<file path="config.mk">
export PLATFORM = sky130hd
export DESIGN_NAME = drop_anim_sequencer
export DESIGN_NICKNAME = d
export VERILOG_FILES = /design/src/rtl/drop_anim_sequencer.sv
export SDC_FILE = /design/constraint.sdc
export NUM_CORES = 1
export LEC_CHECK = 0
export CELL_PAD_IN_SITES_DETAIL_PLACEMENT = 1
export CELL_PAD_IN_SITES_GLOBAL_PLACEMENT = 1
export CORE_MARGIN = 2
export CORE_UTILIZATION = 37
export CTS_CLUSTER_SIZE = 25
export DETAILED_ROUTE_END_ITERATION = 8
export PLACE_DENSITY = 0.83
export REMOVE_ABC_BUFFERS = 1
export SYNTH_ARGS = -nofsm -noshare
export SYNTH_HDL_FRONTEND = slang
export SYNTH_SLANG_ARGS = --single-unit
</file>
<file path="constraint.sdc">
create_clock -name clk -period 3.1 [get_ports clk]
set_clock_uncertainty 0.05 [all_clocks]
set_input_delay 0.465 -clock clk [delete_from_list [all_inputs] [get_ports clk]]
set_output_delay 0.465 -clock clk [all_outputs]
set_load 0.005 [all_outputs]
</file>
<file path="src/rtl/drop_anim_sequencer.sv">
// rtl/drop_anim_sequencer.sv - falling-token animation sequencer between game FSM and VGA display
// Optional landing bounce is enabled by defining DROP_BOUNCE_EN.
module drop_anim_sequencer #(
    parameter int ROWS          = 6,
    parameter int COLS          = 7,
    parameter int TICKS_PER_ROW = 4
) (
    input  logic       clk,
    input  logic       rst,
    input  logic       frame_tick,
    input  logic       req_valid,
    output logic       req_ready,
    input  logic [2:0] req_col,
    input  logic [2:0] req_row,
    input  logic       req_player,
    input  logic       abort,
    output logic       anim_active,
    output logic [2:0] anim_col,
    output logic [2:0] anim_row,
    output logic       anim_player,
    output logic       done,
    output logic       err
);

    localparam int              TW        = (TICKS_PER_ROW > 1) ? $clog2(TICKS_PER_ROW) : 1;
    localparam logic [TW-1:0]   TICK_LAST = TW'(TICKS_PER_ROW - 1);
    localparam logic [TW-1:0]   TICK_ONE  = TW'(1);
    localparam logic [3:0]      COLS_L    = 4'(COLS);
    localparam logic [3:0]      ROWS_L    = 4'(ROWS);

`ifdef DROP_BOUNCE_EN
    localparam logic [TW-1:0]   HALF_LAST = TW'(TICKS_PER_ROW / 2 - 1);
    typedef enum logic [2:0] {S_IDLE, S_FALL, S_BOUNCE_UP, S_BOUNCE_DN, S_DONE} state_t;
`else
    typedef enum logic [1:0] {S_IDLE, S_FALL, S_DONE} state_t;
`endif

    state_t        state_q, state_d;
    logic [TW-1:0] tick_q, tick_d;
    logic [2:0]    col_q, col_d;
    logic [2:0]    row_q, row_d;
    logic [2:0]    target_q, target_d;
    logic          player_q, player_d;
    logic          err_q, err_d;

    always_ff @(posedge clk or posedge rst) begin
        if (rst) begin
            state_q  <= S_IDLE;
            tick_q   <= '0;
            col_q    <= '0;
            row_q    <= '0;
            target_q <= '0;
            player_q <= 1'b0;
            err_q    <= 1'b0;
        end else begin
            state_q  <= state_d;
            tick_q   <= tick_d;
            col_q    <= col_d;
            row_q    <= row_d;
            target_q <= target_d;
            player_q <= player_d;
            err_q    <= err_d;
        end
    end

    always_comb begin
        state_d  = state_q;
        tick_d   = tick_q;
        col_d    = col_q;
        row_d    = row_q;
        target_d = target_q;
        player_d = player_q;
        err_d    = 1'b0;
        // abort wins over everything; the anim_* registers keep their last values
        if (abort) begin
            state_d = S_IDLE;
        end else begin
            case (state_q)
                S_IDLE: begin
                    if (req_valid && req_ready) begin
                        if ({1'b0, req_col} >= COLS_L || {1'b0, req_row} >= ROWS_L) begin
                            err_d = 1'b1;
                        end else begin
                            col_d    = req_col;
                            target_d = req_row;
                            player_d = req_player;
                            row_d    = '0;
                            tick_d   = '0;
                            state_d  = S_FALL;
                        end
                    end
                end
                S_FALL: begin
                    if (frame_tick) begin
                        tick_d = tick_q + TICK_ONE;
                        if (tick_q == TICK_LAST) begin
                            tick_d = '0;
                            if (row_q == target_q) begin
`ifdef DROP_BOUNCE_EN
                                if (target_q != 3'd0) begin
                                    row_d   = target_q - 3'd1;
                                    state_d = S_BOUNCE_UP;
                                end else begin
                                    state_d = S_DONE;
                                end
`else
                                state_d = S_DONE;
`endif
                            end else begin
                                row_d = row_q + 3'd1;
                            end
                        end
                    end
                end
`ifdef DROP_BOUNCE_EN
                S_BOUNCE_UP: begin
                    if (frame_tick) begin
                        tick_d = tick_q + TICK_ONE;
                        if (tick_q == HALF_LAST) begin
                            tick_d  = '0;
                            row_d   = target_q;
                            state_d = S_BOUNCE_DN;
                        end
                    end
                end
                S_BOUNCE_DN: begin
                    if (frame_tick) begin
                        tick_d = tick_q + TICK_ONE;
                        if (tick_q == HALF_LAST) begin
                            tick_d  = '0;
                            state_d = S_DONE;
                        end
                    end
                end
`endif
                S_DONE:  state_d = S_IDLE;
                default: state_d = S_IDLE;
            endcase
        end
    end

    always_comb begin
        req_ready   = (state_q == S_IDLE) & ~abort & ~rst;
        anim_active = (state_q != S_IDLE);
        done        = (state_q == S_DONE);
        err         = err_q;
        anim_col    = col_q;
        anim_row    = row_q;
        anim_player = player_q;
    end

endmodule

</file>
; ---- Yosys cells after proc, flatten, opt, wreduce, memory -nomap -nowiden
; Index checks and enable logic that the tools add are counted.
; W data, S select, Z words.
[totals]
mem_bits_ro = 0
wordCells = 61
output_inout_bits = 11
mem_count = 0
input_bits = 12
latch_bits = 0
ff_bits = 15
ramBits = 0
[classes]
reduce_logical = 9
addsub = 2
n_lt_le_gt_ge = 2
mul = 0
div = 0
mux = 22
shift = 0
eq_ne = 14
bitwise = 5
[op_table]
columns = cell, count
row1 = $mux W2, 10
row2 = $mux W3, 5
row3 = $ne A3 B3 Y1 const B, 5
row4 = $ne A2 B2 Y1 const B, 5
row5 = $reduce_and A5 Y1, 2
row6 = $pmux W2 S2, 2
row7 = $reduce_and A7 Y1, 1
row8 = $ge A3 B3 Y1 const B, 2
row9 = $pmux W3 S2, 1
row10 = $eq A2 B2 Y1 const B, 2
row11 = $mux W1, 4
row12 = $reduce_and A4 Y1, 1
row13 = $reduce_bool A2 Y1, 2
row14 = $add A3 B1 Y3 const B, 1
row15 = $eq A3 B3 Y1, 1
row16 = $not A1 Y1, 3
row17 = $add A2 B1 Y2 const B, 1
row18 = $and A1 B1 Y1, 2
row19 = $eq A2 B1 Y1 const B, 1
row20 = $logic_not A2 Y1, 1
row21 = $logic_and A1 B1 Y1, 1
row22 = $logic_or A1 B1 Y1, 1

; ---- Longest topological paths before layout
[depth]
word_depth = 7
mapped_depth = 4
depth_no_buf = 4

; ---- Least setup slack after synthesis
; OpenSTA, ideal clock, no wires.
[synth_timing]
path_kind = register -> register
startpoint = reg state_q[1]
endpoint = reg row_q[2] (netlist: anim_row[2])
synth_period_minus_slack_ns = 1.448
path_stages_with_launch = 5
arrival_ns = 1.267
path_slack_ns = 1.652
setup_ns = 0.131
cell_sequence = dfrtp_1 nor4_4 a31oi_1 a21oi_2 a31oi_1
[synth_via]
elab_chain_cells = 6
elab_cells_between_ends = 13
classes_between = eq/ne (6) / mux (1) / bitwise (2) / reduce/logical (4)
[synth_lines]
columns = item, line
row1 = "start, declared", 38  ; state_t state_q, state_d;
row2 = "start signal, assigned", 56  ; state_q <= state_d;
row3 = $logic_not A2 Y1, 143  ; req_ready = (state_q == S_IDLE) & ~abort & ~rst;
row4 = $and A1 B1 Y1 (2 in a row), 143
row5 = net req_ready, 12  ; output logic req_ready,
row6 = $logic_and A1 B1 Y1, 80  ; if (req_valid && req_ready) begin
row7 = $ne A2 B2 Y1 (no source line), n/a
row8 = $reduce_and A7 Y1 (no source line), n/a
row9 = "end signal, assigned", 59  ; row_q <= row_d;
row10 = "end, declared", 41  ; logic [2:0] row_q, row_d;
; The timed path passes the listed nets, and every way through them passes these cells.
; A chain may end at the register's enable or synchronous reset.

; ---- Final worst setup path
[layout_timing]
startpoint = in abort
endpoint = out req_ready
[layout_via]
elab_chain_cells = 3
[layout_lines]
columns = item, line
row1 = "start, declared", 16  ; input logic abort,
row2 = $not A1 Y1 (no source line), n/a
row3 = $and A1 B1 Y1 (2 in a row), 143
row4 = "end, declared", 12
; No other way between the ends.

==> run_results.csv <==
group,metric,value,unit
routing,first_pass_iters,3,
worst_setup_path,r2r_end,"anim_row[2]$_DFFE_PP0P_",
clock_tree,cts_tree,"built",
global_route,grt_max_degree,16,
logic_synthesis,avgSynthCellArea,12.07,sq um
placement,place_hpwl,1268,um
worst_setup_path,critPathKind,"in -> out",
logic_synthesis,synthCells,60,
sta,tightest_slew,0.5797,ns
hold_path,min_to,"tick_q[1]$_DFFE_PP0P_",
routing,drt_iter0_markers,6,
global_route,grtUsageTotal,16.82,%
global_route,grtUsageMet2,26.58,%
clock_tree,cts.sinks,15,
global_route,grt_first_pass_wirelength,2601,um
routing,vias,564,
finish,drive_above_1_share,17.44,%
clock_tree,clock_latency,0.29,ns
global_route,gr-max-usage-layer,"met2",
placement,globalplace.congestion,0.6767,
worst_setup_path,crit_buf_inv,2,
sta,finalCritPeriodShare,78.61,%
die,io_pins,23,
sta,fin_setup_tns,0,ns
sta,period_minus_slack,2.437,ns
logic_synthesis,synth_area,724.4,sq um
sta,drv_slew,0,
logic_synthesis,ys_types,24,
worst_setup_path,crit_path_frequent_cell,"clkdlybuf4s50_1",
worst_setup_path,crit_slowest_cell,"clkdlybuf4s50_1",
global_route,antenna_found_initial,0,
power,power.density,475.2,nW/um^2
hold_path,min_from,"tick_q[1]$_DFFE_PP0P_",
routing,drc_errors,0,
worst_setup_path,arrival,1.92,ns
finish,fillers,216,
finish,multi_input_area,334.1,sq um
power,cellLeakagePower,0.4235,nW
logic_synthesis,synth-main-ff-cell,"dfrtp_1",
worst_setup_path,reg2reg_slack,1.46,ns
hold_path,holdPathStages,2,
sta,finalHoldViolations,0,
global_route,grt_pass1_vias,565,
sta,rsz0062_at_grt,"false",
global_route,overflow,0,
worst_setup_path,cp_top_family,"buffers and inverters",
worst_setup_path,crit_chain,"clkdlybuf4s50_1 > nor4_4 > clkdlybuf4s50_1",
die,chipHeight,48.25,um
sta,setup-violations-final,0,
logic_synthesis,async_flop_share,100.0,%
logic_synthesis,synth_edf_count,0,
finish,diodes,0,
global_route,grtUsageMet1,21.94,%
job,drv_cap,0,
logic_synthesis,seq_area_frac_synth,51.81,%
worst_setup_path,cp-startpoint,"abort",
worst_setup_path,crit_fanout,4,
routing,antenna_left,0,
worst_setup_path,slowest_delay,0.59,ns
global_route,met3_usage,4.444,%
hold_path,worst_hold_path_type,"reg -> reg",
routing,wl_per_cell,14.13,um
clock_tree,cts_resized,0,
worst_setup_path,rr_startpoint,"state_q[1]$_DFFE_PP0P_",
die,start_util,38.09,%
worst_setup_path,end_kind,"output pin",
die,core-area,1902,sq um
finish,register_area,375.4,sq um
power,max-vdd-ir-drop,0.0003062,V
clock_tree,hold_buffers,0,
clock_tree,path_clk_slew,0.09,ns
die,die_area,2328,sq um
finish,final_util,52.83,%
clock_tree,cts_buffers,3,
clock_tree,clockBufferDepth,2,
logic_synthesis,ys_seq_elements,15,
finish,area_delta_synth_final,38.69,%
placement,portBuffers,22,
finish,finalNetCount,101,
routing,via_per_inst,4.991,
clock_tree,cts-root-buf,"clkbuf_4",
routing,finalWirelength,1597,um
die,rows,16,
worst_setup_path,cp-start-kind,"input pin",
sta,maxSlewHeadroom,61.31,%
clock_tree,cts_setup_buffers,0,
logic_synthesis,ys_warn_count,0,
run_status,status,"finished, final reports clean",
die,die_x,48.25,um
sta,finalHoldWorstSlack,0.4477,ns
clock_tree,htree_levels,1,
worst_setup_path,crit_required,2.58,ns
worst_setup_path,r2r_cells,4,
sta,timing.fmax,410.4,MHz
## power breakdown
part | switching (mW) | leakage [nW] | internal, mW
Combinational | 0.0454 | 0.215 | 0.0738
Sequential | 0.0188 | 0.194 | 0.226
Clock | 0.0632 | 0.0150 | 0.0501
Total | 0.127 | 0.424 | 0.350
## state kept, by name, summed over array words and instances (netlist names)
signal,count
anim_col,3
anim_player,1
anim_row,3
err,1
state_q,2
target_q,3
tick_q,2
## cell type report
type,count,area share [%]
Sequential cell,15,37.36
Multi-Input combinational cell,41,33.25
Timing Repair Buffer,22,21.92
Tap cell,27,3.362
Clock buffer,4,2.615
Inverter,4,1.494
## worst register-to-register path: stages, from the launching register on
cell and delay (ns):
dfrtp_1 0.48, nor4_4 0.42, a31oi_1 0.25, a21oi_2 0.22
a31oi_1 0.11
## metal layers
metal	up-vias	part of all wire, %
li1	270	-
met1	280	44
met2	12	51
met3	2	3.4
met4	0	1.3
met5	-	0
## cells in the mapped netlist (2+ instances only)
library cell	count	area, sq um
a31oi_1	2	12.51
dfrtp_1	15	375.4
ha_1	2	25.02
inv_1	4	15.01
mux2_2	7	78.83
nand2_1	6	22.52
nor2_1	3	11.26
o21ai_0	3	15.01
xor2_1	3	26.28
## per-stage QoR
stage          power (mW)  setup slack (ns)  instance area, sq um  instances
5_1_grt            0.5098            0.6055                  1005        113
4_1_cts            0.4863            0.6629                  1005        113
3_3_place_gp       0.3639            0.6856                 978.4        109
6_report           0.4774            0.6631                  1005        113
2_1_floorplan      0.3046             1.652                 724.4         60
3_5_place_dp       0.3702            0.6754                 978.4        109
## worst max path at each step
stage / endpoint / depth (start not counted)
after detailed placement: req_ready / 3
after global placement: req_ready / 3
after CTS: req_ready / 3
after floorplan: anim_row[2]$_DFFE_PP0P_ / 4
after global routing: req_ready / 3
final: req_ready / 3
## cell families after synthesis
kind of cell | Yosys count | synth area share [%]
xor+xnor | 3 | 3.628
compound gates | 12 | 11.74
simple gates | 17 | 16.41
buf+inv | 4 | 2.072
mux | 7 | 10.88
flops | 15 | 51.81
fa+ha+maj | 2 | 3.454
## layout by cell type (no fill, tap or decap), drive strengths merged, types with 2 or more instances in the layout
cell type | netlist | layout
nor2 | 3 | 3
inv | 4 | 4
clkbuf | 0 | 4
mux2 | 7 | 7
clkdlybuf4s50 | 0 | 22
dfrtp | 15 | 15
nand2 | 6 | 6
nor4 | 2 | 2
xor2 | 3 | 3
a31oi | 2 | 2
a21oi | 2 | 2
ha | 2 | 2
o21ai | 3 | 3
Power figures use the tool's default switching activity.
